`config.mk`:
```
export PLATFORM = sky130hd
export DESIGN_NAME = ipc_port_sequencer
export DESIGN_NICKNAME = d
export VERILOG_FILES = /design/src/rtl/ipc_port_sequencer.sv
export SDC_FILE = /design/constraint.sdc
export NUM_CORES = 1
export LEC_CHECK = 0
export BUFFER_PORTS_ARGS = -buffer_cell sky130_fd_sc_hd__buf_2
export CAP_MARGIN = 20
export CORE_ASPECT_RATIO = 0.75
export CORE_UTILIZATION = 36
export DETAILED_ROUTE_END_ITERATION = 8
export PLACE_DENSITY = 0.66
export SYNTH_ARGS = -nofsm -noshare
export SYNTH_HDL_FRONTEND = slang
export SYNTH_SLANG_ARGS = --single-unit
```
`constraint.sdc`:
```
create_clock -name clk -period 2.21 [get_ports clk]
set_clock_uncertainty 0.05 [all_clocks]
set_input_delay 0.442 -clock clk [delete_from_list [all_inputs] [get_ports clk]]
set_output_delay 0.442 -clock clk [all_outputs]
set_load 0.03 [all_outputs]
```
`src/rtl/ipc_port_sequencer.sv`:
```
// ipc_port_sequencer: serialises CPU IN/OUT port requests onto the IPCIn/IPCOut device models.
// Define IPC_PORT_STATS_EN to add saturating per-type transaction counters.
module ipc_port_sequencer #(
    parameter int IN_SETTLE_CYCLES = 2,
    parameter int OUT_HOLD_CYCLES  = 1
) (
    input  logic        clk,
    input  logic        reset_n,
    input  logic        req_valid,
    output logic        req_ready,
    input  logic        req_is_out,
    input  logic [7:0]  req_device_id,
    input  logic [31:0] req_data,
    output logic        rsp_valid,
    input  logic        rsp_ready,
    output logic [31:0] rsp_data,
    output logic [7:0]  ipc_in_device_id,
    input  logic [31:0] ipc_in_value,
    output logic [7:0]  ipc_out_device_id,
    output logic [31:0] ipc_out_value
`ifdef IPC_PORT_STATS_EN
    ,
    output logic [15:0] stat_in_count,
    output logic [15:0] stat_out_count
`endif
);
    localparam int MAX_CYC = (IN_SETTLE_CYCLES > OUT_HOLD_CYCLES) ? IN_SETTLE_CYCLES : OUT_HOLD_CYCLES;
    localparam int CW = $clog2(MAX_CYC + 1);

    if (IN_SETTLE_CYCLES < 1 || OUT_HOLD_CYCLES < 1) begin : g_bad_param
        $error("ipc_port_sequencer: IN_SETTLE_CYCLES and OUT_HOLD_CYCLES must be >= 1");
    end

    typedef enum logic [1:0] {IDLE, IN_WAIT, OUT_HOLD, RESP} state_t;

    state_t        state_q, state_d;
    logic [CW-1:0] cnt_q, cnt_d;
    logic          rsp_valid_q, rsp_valid_d;
    logic [31:0]   rsp_data_q, rsp_data_d;
    logic [7:0]    in_id_q, in_id_d;
    logic [7:0]    out_id_q, out_id_d;
    logic [31:0]   out_val_q, out_val_d;

    assign req_ready         = (state_q == IDLE);
    assign rsp_valid         = rsp_valid_q;
    assign rsp_data          = rsp_data_q;
    assign ipc_in_device_id  = in_id_q;
    assign ipc_out_device_id = out_id_q;
    assign ipc_out_value     = out_val_q;

    always_comb begin
        state_d     = state_q;
        cnt_d       = cnt_q;
        rsp_valid_d = rsp_valid_q;
        rsp_data_d  = rsp_data_q;
        in_id_d     = in_id_q;
        out_id_d    = out_id_q;
        out_val_d   = out_val_q;
        case (state_q)
            IDLE: if (req_valid) begin
                if (req_is_out) begin
                    // id and value move on the same edge so IPCOut sees one coherent change
                    out_id_d   = req_device_id;
                    out_val_d  = req_data;
                    rsp_data_d = req_data;
                    cnt_d      = CW'(OUT_HOLD_CYCLES - 1);
                    state_d    = OUT_HOLD;
                end else begin
                    in_id_d = req_device_id;
                    cnt_d   = CW'(IN_SETTLE_CYCLES - 1);
                    state_d = IN_WAIT;
                end
            end
            IN_WAIT, OUT_HOLD: if (cnt_q != '0) begin
                cnt_d = cnt_q - 1'b1;
            end else begin
                rsp_valid_d = 1'b1;
                rsp_data_d  = (state_q == IN_WAIT) ? ipc_in_value : rsp_data_q;
                state_d     = RESP;
            end
            RESP: if (rsp_ready) begin
                rsp_valid_d = 1'b0;
                state_d     = IDLE;
            end
            default: state_d = IDLE;
        endcase
    end

    always_ff @(posedge clk or negedge reset_n) begin
        if (!reset_n) begin
            state_q     <= IDLE;
            cnt_q       <= '0;
            rsp_valid_q <= 1'b0;
            rsp_data_q  <= '0;
            in_id_q     <= '0;
            out_id_q    <= '0;
            out_val_q   <= '0;
        end else begin
            state_q     <= state_d;
            cnt_q       <= cnt_d;
            rsp_valid_q <= rsp_valid_d;
            rsp_data_q  <= rsp_data_d;
            in_id_q     <= in_id_d;
            out_id_q    <= out_id_d;
            out_val_q   <= out_val_d;
        end
    end

`ifdef IPC_PORT_STATS_EN
    logic        is_out_q, is_out_d;
    logic [15:0] stat_in_q, stat_in_d, stat_out_q, stat_out_d;
    logic        done;

    assign done           = (state_q == RESP) && rsp_ready;
    assign stat_in_count  = stat_in_q;
    assign stat_out_count = stat_out_q;

    always_comb begin
        is_out_d   = (state_q == IDLE && req_valid) ? req_is_out : is_out_q;
        stat_in_d  = (done && !is_out_q && stat_in_q != 16'hFFFF) ? stat_in_q + 16'd1 : stat_in_q;
        stat_out_d = (done && is_out_q && stat_out_q != 16'hFFFF) ? stat_out_q + 16'd1 : stat_out_q;
    end

    always_ff @(posedge clk or negedge reset_n) begin
        if (!reset_n) begin
            is_out_q   <= 1'b0;
            stat_in_q  <= '0;
            stat_out_q <= '0;
        end else begin
            is_out_q   <= is_out_d;
            stat_in_q  <= stat_in_d;
            stat_out_q <= stat_out_d;
        end
    end
`endif
endmodule
```
After elaboration in Yosys (flattened, before gate mapping)
Index checks and enable logic that the tools add are counted.
- output and inout port bits: 82
- register bits: 85
- logic and storage cells: 46
- bits of input ports: 77
- bitwise logic cells: 1
- mux-type cells: 17
- add/subtract/negate cells: 1
- reduce and logical (&&, ||, !) cells: 11
- eq/ne operators: 9
- operators with widths (kind ; count):
    32-bit 2-to-1 mux ; 4
    32-bit case mux with 2 select lines ; 1
    3-bit AND reduction ; 5
    2-bit 2-to-1 mux ; 6
    2-bit != test, second input constant ; 5
    2-bit case mux with 3 select lines ; 1
    2-bit nonzero test ; 3
    5-bit AND reduction ; 1
    2-bit == test, second input constant ; 2
    2-bit case mux with 2 select lines ; 1
    1-bit 2-to-1 mux ; 3
    2-bit by 1-bit == test with 1-bit output, second input constant ; 1
    2-bit zero test ; 1
    2-bit by 1-bit != test with 1-bit output, second input constant ; 1
    1-bit case mux with 2 select lines ; 1
    2-bit OR reduction ; 1
    2-bit by 1-bit subtractor with 2-bit output, second input constant ; 1
    1-bit inverter ; 1

Depth between registers and ports, before layout
- word-level depth: 4
- mapped depth: 7
- depth with buffers taken out: 5

Least setup slack after synthesis
Ideal clock, no wire load.
- path kind: reg-to-reg
- start point: reg state_q[0]
- end point: reg rsp_data_q[1] (netlist: rsp_data[1])
- stages on the path, launching flop included: 7
- setup time: 0.125 ns
- data arrival time: 2.047 ns
- setup slack: -0.011 ns
- cells stage by stage: dfrtp_1 > inv_1 > ha_1 > nor2_2 > a2111oi_4 > buf_6 > mux2_2
- elaborated cells on any way between the ends: 11
- classes of those cells: eq/ne: 6; mux: 1; reduce/logical: 4
- RTL lines (element ; line ; RTL):
    start: declaration ; 36 ; state_t state_q, state_d;
    start signal: assignment ; 99 ; state_q <= state_d;
    2-bit zero test (*) ; -- ;
    net req_ready ; 10 ; output logic req_ready,
    2-bit by 1-bit != test with 1-bit output (no source line), or another cell as far along ; -- ;
    5-bit AND reduction (no source line) ; -- ;
    end signal: assignment ; 102 ; rsp_data_q <= rsp_data_d;
    end: declaration ; 39 ; logic [31:0] rsp_data_q, rsp_data_d;
Mark *: on every way through the listed nets, which the timed path passes. The rest lies on a longest branch.
A chain may end at the register's enable or synchronous reset.

Final worst setup path
- start point: reg state_q[0]
- end point: reg rsp_data_q[10] (netlist: rsp_data[10])
- word-level cells in the longest chain between the ends: 4
- elaborated cells on any way between the ends: 11
- classes of those cells: eq/ne: 6; mux: 1; reduce/logical: 4
- RTL lines (element ; line ; RTL):
    2-bit by 1-bit == test with 1-bit output or 2-bit == test (tied branches) ; 59, 78 ;
    2-bit OR reduction ; 59 ; case (state_q)
    2-bit != test (no source line) or 2-bit nonzero test (tied branches) ; -- ;
    5-bit AND reduction (no source line) ; -- ;
Several ways; a longest one is shown, not always the timed one.

==> results.md <==
Outcome:
- The run finished with clean final reports.

Drt:
- After detailed routing, the average wire length per cell comes to about 16 um.
- The detailed router's first-iteration violation count is 58.
- In this run the remaining antenna-violating nets after routing total 0.
- Across all layers, the routed design uses 2613 vias.
- For this run, design rule violations remaining after detail routing come to 0.
- The first detailed-routing pass took 4 iterations.
- The vias per cell is 4.77.
- The detailed-route wire length is 8.54 mm.

Hold path:
- The class of the tightest hold or removal check is input pin to async pin.

Finish:
- Relative to the synthesized area, the layout overhead comes to 34.4%.
- The number of antenna diodes in the final layout is 0.
- The final layout contains 495 nets.
- The fraction of layout instances using a drive strength above 1 is between 70 and 80%.
- The final cell area excluding filler cells is approximately 0.0050 mm^2.

Worst setup path:
- The required time reported for the critical path endpoint is roughly 2400 ps.
- The arrival time of the worst setup path is approximately 2300 ps.
- STA classifies the critical path startpoint as a register.
- Of all nets on the critical path, the largest fanout is 16.
- The kind of capture point of the worst setup path is a register.
- The critical setup path kind is register to register.

Global routing:
- Summed over all layers, the global routing overflow is 0.
- The fraction of met1 tracks used by global routing is 21.1%.
- The layer flagged by global routing as most heavily used is met2.
- The global-route wire length before repair is between 10 and 15 mm.
- The combined global-route utilization of all metal layers is roughly 17%.
- The routing usage on met2 is 27.3%.
- The largest net degree at the start of global routing is 42.
- The number of global-route vias before repair is 2808.
- The fraction of met3 tracks used by global routing is 5.93%.
- The number of antenna violations at the first check in global routing is 0.

Clocking:
- The root buffer cell chosen for the clock tree is clkbuf_16.
- The number of gates resized after CTS was 0.
- Clock-pin slew was measured on the worst setup and hold paths at 60 ps.
- The number of clock sinks is 85.
- At the later pin of the worst-skew pair, clock insertion delay measures 330 ps.
- The H-tree generated during clock tree synthesis spans 3 levels.
- The clock tree from TritonCTS is done.
- The number of buffers inserted to repair setup after CTS is 0.
- Clock tree synthesis inserted a total of 9 buffers.
- In this run the deepest clock path goes through 2 buffers.
- The number of hold buffers added after CTS is 0.

STA:
- The post-layout minimum cycle time is 2130 ps.
- The worst setup slack after layout is just under 80 ps.
- The upper clock frequency limit is ~0.47 GHz.
- Headroom to the max-slew limit came out at 69.3%.
- The max-slew violation total from the final report was 0.
- The actual slew at the worst max-slew pin is roughly 460 ps.
- The number of setup violations in the final report is 0.
- The final number of hold-violating endpoints is 0.
- In the final timing run, aggregate negative setup slack is 0 ps.
- Setup repair after global routing could not meet its margin everywhere.
- The final critical-path share of the clock period is 96.4%.

Power and ir drop:
- The portion of total power attributed to the clock network is 16.1%.
- The switching share of power is between 40% and 50%.
- The maximum vdd ir drop is roughly 0.00083 V.
- In this run the static leakage power is around 2.4 nW.
- The internal power component is 5.75 mW.
- Dividing total power by cell area gives a power density of 1960 mW/mm^2.
- The fraction of power consumed by sequential logic is 28.1%.
- Summed over all nets, the switching power comes to 4.12 mW.
- The completed layout was analyzed and its total power is 9.87 mW.
- The part of the power in combinational logic is roughly 56%.

Synth:
- The dominant combinational cell family by area after synthesis is multiplexers.
- The synthesized cell area is 0.00375 mm^2.
- The net count of the mapped netlist is 330.
- Of the total synthesized cell area, the portion taken by XOR and XNOR cells is 0%.
- Of the total synthesized cell area, the portion taken by full adders, half adders and majority gates is 2.00%.
- For this run, the number of Yosys warnings is 0.
- In the synthesized netlist, mux cells make up 34.5% of the area.
- The average instance in the mapped netlist occupies 15.2 um^2.
- Counting every instance in the synthesized netlist gives 247.
- Summing the areas of all compound-gate instances in the mapped netlist gives between 2 and 3% of the synthesized area.
- For this run, the register share of the synthesized area comes to 56.8%.
- The netlist uses 24 different library cells.
- Counting flops and latches in the post-synthesis netlist gives 85.
- The post-synthesis simple-gate area fraction is 1.47%.

Job:
- Across the run, the number of max-cap violations was 0.

Floorplanning:
- For this design the top-level I/O count stands at 159.
- From left edge to right edge, the die measures 120 um.
- For this configuration, the core starts out at a cell density of about 38%.
- The height of the die is 90.3 um.
- The placeable core area is 0.00989 mm^2.
- The floorplan step defined a die boundary enclosing approximately 0.011 mm^2.
- The count of standard-cell rows is 31.

Placed design:
- The half-perimeter wire length after placement is 6.26 mm.
- Input and output buffers added on the ports amount to 158.
- The weighted congestion at the end of routability-driven global placement is 0.725.
- OpenSTA, run right after detailed placement, puts the worst setup slack at ~74 ps.
- The area after detailed placement is 0.00472 mm^2.
==> worst max-delay path: stages, from the launching register on <==
cell and delay [ps]:
dfrtp_1 380, inv_1 130, ha_2 320, nor2b_1 160, a2111oi_4 290, buf_4 300
mux2_2 370
==> state kept, by name, summed over array words and instances, names as in the netlist <==
register,count
cnt_q,2
ipc_in_device_id,8
ipc_out_device_id,8
ipc_out_value,32
rsp_data,32
rsp_valid,1
state_q,2
==> stage by stage <==
stage / cells / hold WS [ps] / util, %
2_1_floorplan: 247 / 96.4 / -
3_3_place_gp: 533 / 367 / 47.7
3_5_place_dp: 533 / 362 / 47.7
4_1_cts: 548 / 5.27 / 50.9
5_1_grt: 548 / 23.3 / 50.9
6_report: 548 / 5.45 / 50.9
==> cell usage in the layout (no fill, tap or decap), drive strengths merged, types with 2 or more instances in the layout <==
cell | synthesis | routed
o21a | 2 | 2
buf | 9 | 165
mux2i | 3 | 3
o21ai | 6 | 6
nor2b | 2 | 2
nand2 | 3 | 3
clkbuf | 2 | 10
dfrtp | 85 | 85
clkinv | 0 | 3
bufinv | 0 | 2
ha | 6 | 6
mux2 | 112 | 112
inv | 8 | 8
==> logic make-up after synthesis <==
| family | after synthesis |
|---|---|
| mux | 115 |
| flops | 85 |
| buf+inv | 19 |
| compound gates | 12 |
| simple gates | 10 |
| fa+ha+maj | 6 |
==> Yosys cell counts <==
| library cell | count | area share, % |
|---|---|---|
| a211o_1 | 1 | 0.23 |
| buf_4 | 1 | 0.20 |
| a221oi_1 | 1 | 0.23 |
| a2111oi_4 | 1 | 0.73 |
| mux2i_1 | 3 | 0.80 |
| buf_2 | 1 | 0.13 |
| nor2_2 | 1 | 0.17 |
| dfrtp_1 | 85 | 57 |
| mux2_2 | 111 | 33 |
| clkbuf_1 | 2 | 0.20 |
| nand3b_1 | 1 | 0.20 |
| and2_1 | 1 | 0.17 |
| buf_6 | 3 | 0.90 |
| o31a_1 | 1 | 0.23 |
| inv_1 | 8 | 0.80 |
| buf_1 | 4 | 0.40 |
| ha_1 | 6 | 2.0 |
| nand2_1 | 3 | 0.30 |
| mux2_1 | 1 | 0.30 |
| o21ai_0 | 6 | 0.80 |
| nor2b_1 | 2 | 0.33 |
| nor4_1 | 1 | 0.17 |
| o21a_1 | 2 | 0.40 |
| nand3_1 | 1 | 0.13 |
==> layer usage <==
metal | part of all wire [%] | up-vias | wire length, um
met3 | 8.2 | 9 | 701
met5 | 0 | - | 0
li1 | - | 1213 | -
met2 | 46 | 117 | 3960
met4 | 1.3 | 0 | 114
met1 | 44 | 1274 | 3760
==> final timing paths <==
kind,start,end,slack (ps),cells after the start
worst max-delay path,state_q[0],rsp_data[10],80,6
worst min-delay path,reset_n,ipc_in_device_id[2],5,1
worst max register to register,state_q[0],rsp_data[10],80,6
worst min register to register,ipc_out_device_id[4],ipc_out_device_id[4],450,1
max in group asynchronous,reset_n,ipc_out_value[16],1530,2
min in group clk,req_data[19],ipc_out_value[19],300,2
==> final cells by class <==
type	count	area, um^2
tap	132	165
multi-input combinational	143	1530
fill	872	4860
inverter	8	30.0
sequential	85	2130
timing repair buffer	165	871
clock inverter	5	75.1
clock buffer	10	239
==> power groups by stage <==
stage	registers [mW]	logic, mW	clock network (mW)
global placement	2.75	5.47	0
floorplan	4.29	2.67	0
global route	2.88	5.90	1.71
detailed placement	2.79	5.59	0
finish	2.77	5.51	1.59
CTS	2.78	5.61	1.65
No activity file was read; power rests on OpenSTA's default activity.
